**src/rtl/construtor_caminho_pkg.sv**
```systemverilog
// Shared definitions for the path-finding blocks: state encoding and default widths.
package construtor_caminho_pkg;

    localparam int ADDR_WIDTH_DEF  = 10;
    localparam int COUNT_WIDTH_DEF = 11;

    typedef enum logic [2:0] {
        OCIOSO  = 3'd0,
        EMITIR  = 3'd1,
        LER     = 3'd2,
        ESPERAR = 3'd3,
        FIM     = 3'd4
    } estado_t;

endpackage

```
**src/rtl/construtor_caminho.sv**
```systemverilog
// Walks the predecessor memory from destino back to fonte and streams each node
// on a valid/ready interface, reporting length, completion and loop errors.
module construtor_caminho
    import construtor_caminho_pkg::*;
#(
    parameter int ADDR_WIDTH  = ADDR_WIDTH_DEF,
    parameter int MAX_PASSOS  = 1024,
    parameter int COUNT_WIDTH = COUNT_WIDTH_DEF
) (
    input  logic                   clk,
    input  logic                   rst_n,
    input  logic                   construir_in,
    input  logic [ADDR_WIDTH-1:0]  fonte_in,
    input  logic [ADDR_WIDTH-1:0]  destino_in,
    output logic                   mem_rd_en_out,
    output logic [ADDR_WIDTH-1:0]  mem_rd_addr_out,
    input  logic [ADDR_WIDTH-1:0]  mem_rd_data_in,
    output logic                   caminho_valid_out,
    input  logic                   caminho_ready_in,
    output logic [ADDR_WIDTH-1:0]  caminho_addr_out,
    output logic                   caminho_last_out,
    output logic                   caminho_pronto_out,
    output logic                   caminho_erro_out,
    output logic [COUNT_WIDTH-1:0] caminho_comprimento_out,
    output logic                   ocupado_out
);

    localparam logic [COUNT_WIDTH-1:0] MAX_C = COUNT_WIDTH'(MAX_PASSOS);

    estado_t                 r_estado;
    estado_t                 w_estado_prox;
    logic [ADDR_WIDTH-1:0]   r_atual;
    logic [ADDR_WIDTH-1:0]   r_fonte;
    logic [COUNT_WIDTH-1:0]  r_contador;
    logic                    r_erro;
    logic [COUNT_WIDTH-1:0]  w_contador_inc;
    logic                    w_ultimo;
    logic                    w_handshake;

    assign w_contador_inc = r_contador + 1'b1;
    assign w_ultimo       = (r_atual == r_fonte);
    assign w_handshake    = (r_estado == EMITIR) && caminho_ready_in;

    always_ff @(posedge clk or negedge rst_n) begin
        if (!rst_n) begin
            r_estado <= OCIOSO;
        end else begin
            r_estado <= w_estado_prox;
        end
    end

    always_comb begin
        w_estado_prox           = r_estado;
        mem_rd_en_out           = 1'b0;
        mem_rd_addr_out         = '0;
        caminho_valid_out       = 1'b0;
        caminho_addr_out        = '0;
        caminho_last_out        = 1'b0;
        caminho_pronto_out      = 1'b0;
        case (r_estado)
            OCIOSO: begin
                if (construir_in) w_estado_prox = EMITIR;
            end
            EMITIR: begin
                caminho_valid_out = 1'b1;
                caminho_addr_out  = r_atual;
                caminho_last_out  = w_ultimo;
                if (caminho_ready_in) begin
                    if (w_ultimo || (w_contador_inc == MAX_C)) w_estado_prox = FIM;
                    else                                       w_estado_prox = LER;
                end
            end
            LER: begin
                mem_rd_en_out   = 1'b1;
                mem_rd_addr_out = r_atual;
                w_estado_prox   = ESPERAR;
            end
            ESPERAR: begin
                w_estado_prox = EMITIR;
            end
            FIM: begin
                caminho_pronto_out = 1'b1;
                w_estado_prox      = OCIOSO;
            end
            default: begin
                w_estado_prox = OCIOSO;
            end
        endcase
    end

    // Datapath registers; the last beat takes priority over the step limit.
    always_ff @(posedge clk or negedge rst_n) begin
        if (!rst_n) begin
            r_atual    <= '0;
            r_fonte    <= '0;
            r_contador <= '0;
            r_erro     <= 1'b0;
        end else begin
            if (r_estado == OCIOSO && construir_in) begin
                r_atual    <= destino_in;
                r_fonte    <= fonte_in;
                r_contador <= '0;
                r_erro     <= 1'b0;
            end
            if (w_handshake) begin
                r_contador <= w_contador_inc;
                if (!w_ultimo && (w_contador_inc == MAX_C)) r_erro <= 1'b1;
            end
            if (r_estado == ESPERAR) begin
                r_atual <= mem_rd_data_in;
            end
        end
    end

    assign caminho_erro_out        = r_erro;
    assign caminho_comprimento_out = r_contador;
    assign ocupado_out             = (r_estado != OCIOSO);

endmodule

```
**config.mk**
```make
export PLATFORM = sky130hd
export DESIGN_NAME = construtor_caminho
export DESIGN_NICKNAME = d
export VERILOG_FILES = /design/src/rtl/construtor_caminho_pkg.sv /design/src/rtl/construtor_caminho.sv
export SDC_FILE = /design/constraint.sdc
export NUM_CORES = 1
export LEC_CHECK = 0
export CAP_MARGIN = 20
export CORE_MARGIN = 5
export CORE_UTILIZATION = 48
export CTS_CLUSTER_SIZE = 12
export DETAILED_ROUTE_END_ITERATION = 8
export PLACE_DENSITY = 0.85
export SLEW_MARGIN = 10
export SYNTH_ARGS = -nofsm -noshare
export SYNTH_HDL_FRONTEND = slang
export SYNTH_SLANG_ARGS = --single-unit
```
**constraint.sdc**
```tcl
create_clock -name clk -period 3 [get_ports clk]
set_clock_uncertainty 0.2 [all_clocks]
set_input_delay 0.3 -clock clk [delete_from_list [all_inputs] [get_ports clk]]
set_output_delay 0.3 -clock clk [all_outputs]
set_load 0.05 [all_outputs]
```
* After elaboration in Yosys (flattened, before gate mapping)
Index checks and enable logic that the tools add are counted.
Word-level totals: input bits 34, bits in registers 35, output and inout port bits 37, logic and storage cells 41
Operators by class: eq/ne operators 8, $add $sub $neg 1, reduce and logical (&&, ||, !) cells 10, muxes and demuxes 17
Operators by type and width (number):
- $mux W10 | 4
- $mux W11 | 2
- $pmux W3 S4 | 1
- $add A11 B1 Y11 const B | 1
- $eq A11 B11 Y1 const B | 1
- $eq A10 B10 Y1 | 1
- $mux W3 | 3
- $mux W1 | 7
- $eq A3 B2 Y1 const B | 2
- $ne A2 B2 Y1 const B | 2
- $reduce_bool A2 Y1 | 2
- $eq A3 B1 Y1 const B | 1
- $eq A3 B3 Y1 const B | 1
- $logic_and A1 B1 Y1 | 3
- $logic_not A3 Y1 | 1
- $reduce_bool A3 Y1 | 1
- $reduce_and A2 Y1 | 1
- $logic_not A1 Y1 | 1
- $logic_or A1 B1 Y1 | 1

* Depth between registers and ports, before layout
Gate-level depths: netlist (run 1).
word-level depth 6, depth in mapped cells 7, mapped depth without buffers 6

* Worst setup path before layout (run 1)
Ideal clock, no wire load.
path kind register to output, start register r_estado[2], end output caminho_last_out, data arrival time 2.032 ns, path buffers 1, required time 2.500 ns, path slack 0.468 ns, cell stages (with the launch flop) 5, cells stage by stage dfrtp_1 nor3b_2 clkbuf_1 inv_1 nor2_1
On the way: longest elaborated chain between the ends 2
Ends and longest elaborated chain:
- start: declaration | RTL line construtor_caminho.sv:30 | estado_t r_estado;
- start signal: assignment | RTL line construtor_caminho.sv:48 | r_estado <= w_estado_prox;
- $eq A3 B1 Y1 | RTL line construtor_caminho.sv:60 | case (r_estado)
- $mux W1 | RTL line construtor_caminho.sv:60
- end: declaration | RTL line construtor_caminho.sv:21 | output logic caminho_last_out,
Every way passes these cells.

* Worst setup path after layout (run 1)
start register r_estado[2], end output caminho_addr_out[5]
On the way: longest elaborated chain between the ends 2
Ends and longest elaborated chain:
- $eq A3 B1 Y1 | RTL line construtor_caminho.sv:60
- $mux W10 | RTL line construtor_caminho.sv:60
- end: declaration | RTL line construtor_caminho.sv:20 | output logic [ADDR_WIDTH-1:0] caminho_addr_out,
Every way passes these cells.

==> flow_summary_export.csv, run 1 <==
group,metric,value,unit
yosys,synth_ff_type,"dfrtp_1",
global_routing,grt_util_met2,34.74,%
drt,first_pass_iters,4,
drt,viasPerCell,5.465,
pwr,seqPwrFrac,29.4,%
global_routing,grt_pass1_vias,1864,
timing,fin_ws,0.1611,ns
placed_design,hpwl,4024,um
yosys,synth_warnings,0,
critical_path,cp.arrival,2.34,ns
timing,finalSetupViolations,0,
yosys,synth_area_leaders,"dfrtp_1 (45%), nand2_1 (12%), and2_1 (7.3%)",
timing,finalSetupTns,0,ns
placed_design,portBuffers,70,
placed_design,gp_congestion,0.8359,
global_routing,grt_usage,20.58,%
global_routing,antenna_found_initial,0,
cells_and_area,n_fill_cell,324,
cells_and_area,seq_area,875.8,um^2
cells_and_area,n_antenna_cell,0,
clock_tree,h-tree-depth,2,
critical_path,required,2.50,ns
global_routing,met1_usage,25.15,%
pwr,power,2.747,mW
die,num_rows,23,
yosys,synth_cell_types,37,
yosys,synth_most_common_cell,"nand2_1",
clock_tree,cts_tree,"done",
cells_and_area,final_nets,341,
drt,wl_per_cell,15.14,um
pwr,leakagePower,1.266,nW
clock_tree,cts.clk_slew.worst_paths,0.07,ns
timing,period_share,94.63,%
global_routing,busiest_layer,"met2",
die,io_pins,71,
pwr,switching_share,48.34,%
pwr,clkPwrFrac,11.6,%
timing,rsz0062_at_grt,"no",
critical_path,cp_slowest_cell,"clkdlybuf4s50_1",
cells_and_area,finish.utilization,72.56,%
clock_tree,clock_latency,0.28,ns
drt,ant_nets,0,
yosys,synthTopCellsByCount,"nand2_1 (62), dfrtp_1 (35), and2_1 (23)",
drt,drt_first_iter_violations,116,
critical_path,crit_fanout,8,
timing,tightest_slew,0.7662,ns
flow_run,cap_violations,0,
timing,drv_slew,0,
pwr,power_density,953.3,nW/um^2
yosys,mappedNetlistArea,1964,um^2
critical_path,critical-path-max-stage-delay,0.80,ns
global_routing,grt_pass1_wl,8680,um
critical_path,critPathBufInv,2,
drt,vias,1951,
yosys,yosysSeqAreaShare,44.59,%
timing,finalWorstPathRequiredPeriod,2.839,ns
critical_path,cp_top_family,"buffers and inverters",
critical_path,path_cells,"nor3b_2 -> buf_4 -> and2_1 -> clkdlybuf4s50_1",
clock_tree,cts_post_setup_buffers_inserted,0,
clock_tree,cts_inserted_buffers,5,
die,core_area,3971,um^2
pwr,power.internal,1.419,mW
yosys,synth_top_area_share,44.59,%
die,die-area,5472,um^2
placed_design,dp_slack,0.3610,ns
clock_tree,clock_path_buffers,2,
drt,drc,0,
die,die_w,73.97,um
yosys,synth_nets,272,
yosys,synthArstFlopShare,100.0,%
status,status,"completed",
clock_tree,cts_sinks,35,
yosys,yosys.area.top_type,"dfrtp_1",
critical_path,crit_type,"reg -> out",
pwr,ir_drop,0.0006138,V
drt,routed_wl,5406,um
yosys,synth-edff-count,0,
die,start_util,49.46,%
timing,hold_violations,0,
global_routing,grt_max_degree,36,
yosys,avgSynthCellArea,8.289,um^2
critical_path,worstSetupStartpointType,"flop",
timing,timing.fmax,352.2,MHz
cells_and_area,areaGrowthSynthToFinish,46.69,%
pwr,p_switching,1.328,mW
cells_and_area,drive_gt1_share,9.121,%
die,die_h,73.97,um
global_routing,grt_util_met3,5.541,%
timing,max-slew-margin-rel,48.77,%
clock_tree,hold_buffers,0,
yosys,synthCells,237,
global_routing,gr-total-overflow,0,
cells_and_area,multi_input_area,1027,um^2
worst_hold_path,hold_path_class,"in -> async",
clock_tree,post_cts_resized,0,
pwr,pwr-share-comb,59.0,%
timing,fin_hold_ws,0.2246,ns
critical_path,worstSetupEndpointType,"output port",
clock_tree,root_buffer,"clkbuf_8",
yosys,ys_ff_latch,35,
==> metrics by stage <==
stage,instances,cell area (um^2)
after floorplan,237,1964
after global placement,349,2798
after detailed placement,349,2798
after CTS,357,2879
after global routing,357,2882
final,357,2882
==> sequential cells by signal (all words and copies together) (netlist names) <==
register                 cells
caminho_comprimento_out     11
caminho_erro_out             1
r_atual                     10
r_estado                     3
r_fonte                     10
==> per-layer routing <==
layer  vias up  share of wire, %
met5         -                 0
met4         0               2.2
met3        10               5.6
met2        65                50
met1       934                42
li1        942                 -
==> cell families after synthesis <==
group,Yosys count,share of synthesized area (%)
simple gates,133,32.61
compound gates,43,13.31
flops,35,44.59
buf+inv,13,3.121
xor+xnor,12,5.733
fa+ha+maj,1,0.6368
==> layout make-up <==
type                       instances  area share, %
inverter                           1         0.1303
multi-input combinational        189          35.65
clock inverter                     1         0.1737
tap                               50          2.171
timing repair buffer              74          28.83
sequential                        35          30.40
clock buffer                       7          2.649
==> power by group through the flow <==
| stage | clock network [mW] | registers [mW] | logic, mW |
|---|---|---|---|
| after CTS | 0.331 | 0.807 | 1.63 |
| after floorplan | 0 | 0.829 | 1.01 |
| after detailed placement | 0 | 0.817 | 1.62 |
| after global routing | 0.356 | 0.839 | 1.73 |
| final | 0.319 | 0.808 | 1.62 |
| after global placement | 0 | 0.801 | 1.60 |
==> worst paths after layout <==
kind	start	to	slack, ns	cells past startpoint
worst max-delay path	r_estado[2]	caminho_addr_out[5]	0.16	4
worst min-delay path	rst_n	caminho_erro_out	0.22	2
worst max register to register	r_estado[2]	caminho_comprimento_out[8]	0.69	5
worst min register to register	r_fonte[8]	r_fonte[8]	0.30	2
max in group asynchronous	rst_n	r_atual[3]	2.06	2
min in group clk	r_fonte[8]	r_fonte[8]	0.30	2
==> placed cells by master, fill, tap and decap left out, drive strengths merged <==
cell and n:
a211o 1, a211oi 1, a21oi 6, a22oi 1, a31o 2, a31oi 11, and2 23, and3 2
and4 3, buf 15, clkbuf 7, clkdlybuf4s50 58, clkinv 1, dfrtp 35, dlymetal6s2s 1, ha 1
inv 1, nand2 62, nand3 4, nand3b 1, nand4 5, nor2 22, nor2b 2, nor3 2
nor3b 4, nor4 2, o2111ai 1, o21ai 18, o31ai 1, o41ai 1, or3 1, xnor2 3
xor2 9
==> worst reg2reg max path: cells and delay by family (launching register included) <==
kind            cells  cell delay (ns)
flops               1             0.45
simple gates        3             1.22
compound gates      2             0.32
Power figures use the tool's default switching activity.
==> run 2: changes to the inputs <==
--- a/config.mk
+++ b/config.mk
@@ -8,8 +8,8 @@
 export CAP_MARGIN = 20
 export CORE_MARGIN = 5
 export CORE_UTILIZATION = 48
-export CTS_CLUSTER_SIZE = 12
 export DETAILED_ROUTE_END_ITERATION = 8
+export HOLD_SLACK_MARGIN = 0.06
 export PLACE_DENSITY = 0.85
 export SLEW_MARGIN = 10
 export SYNTH_ARGS = -nofsm -noshare
==> results of run 2 <==
Final layout, timing and power as in run 1 (identical DEF).
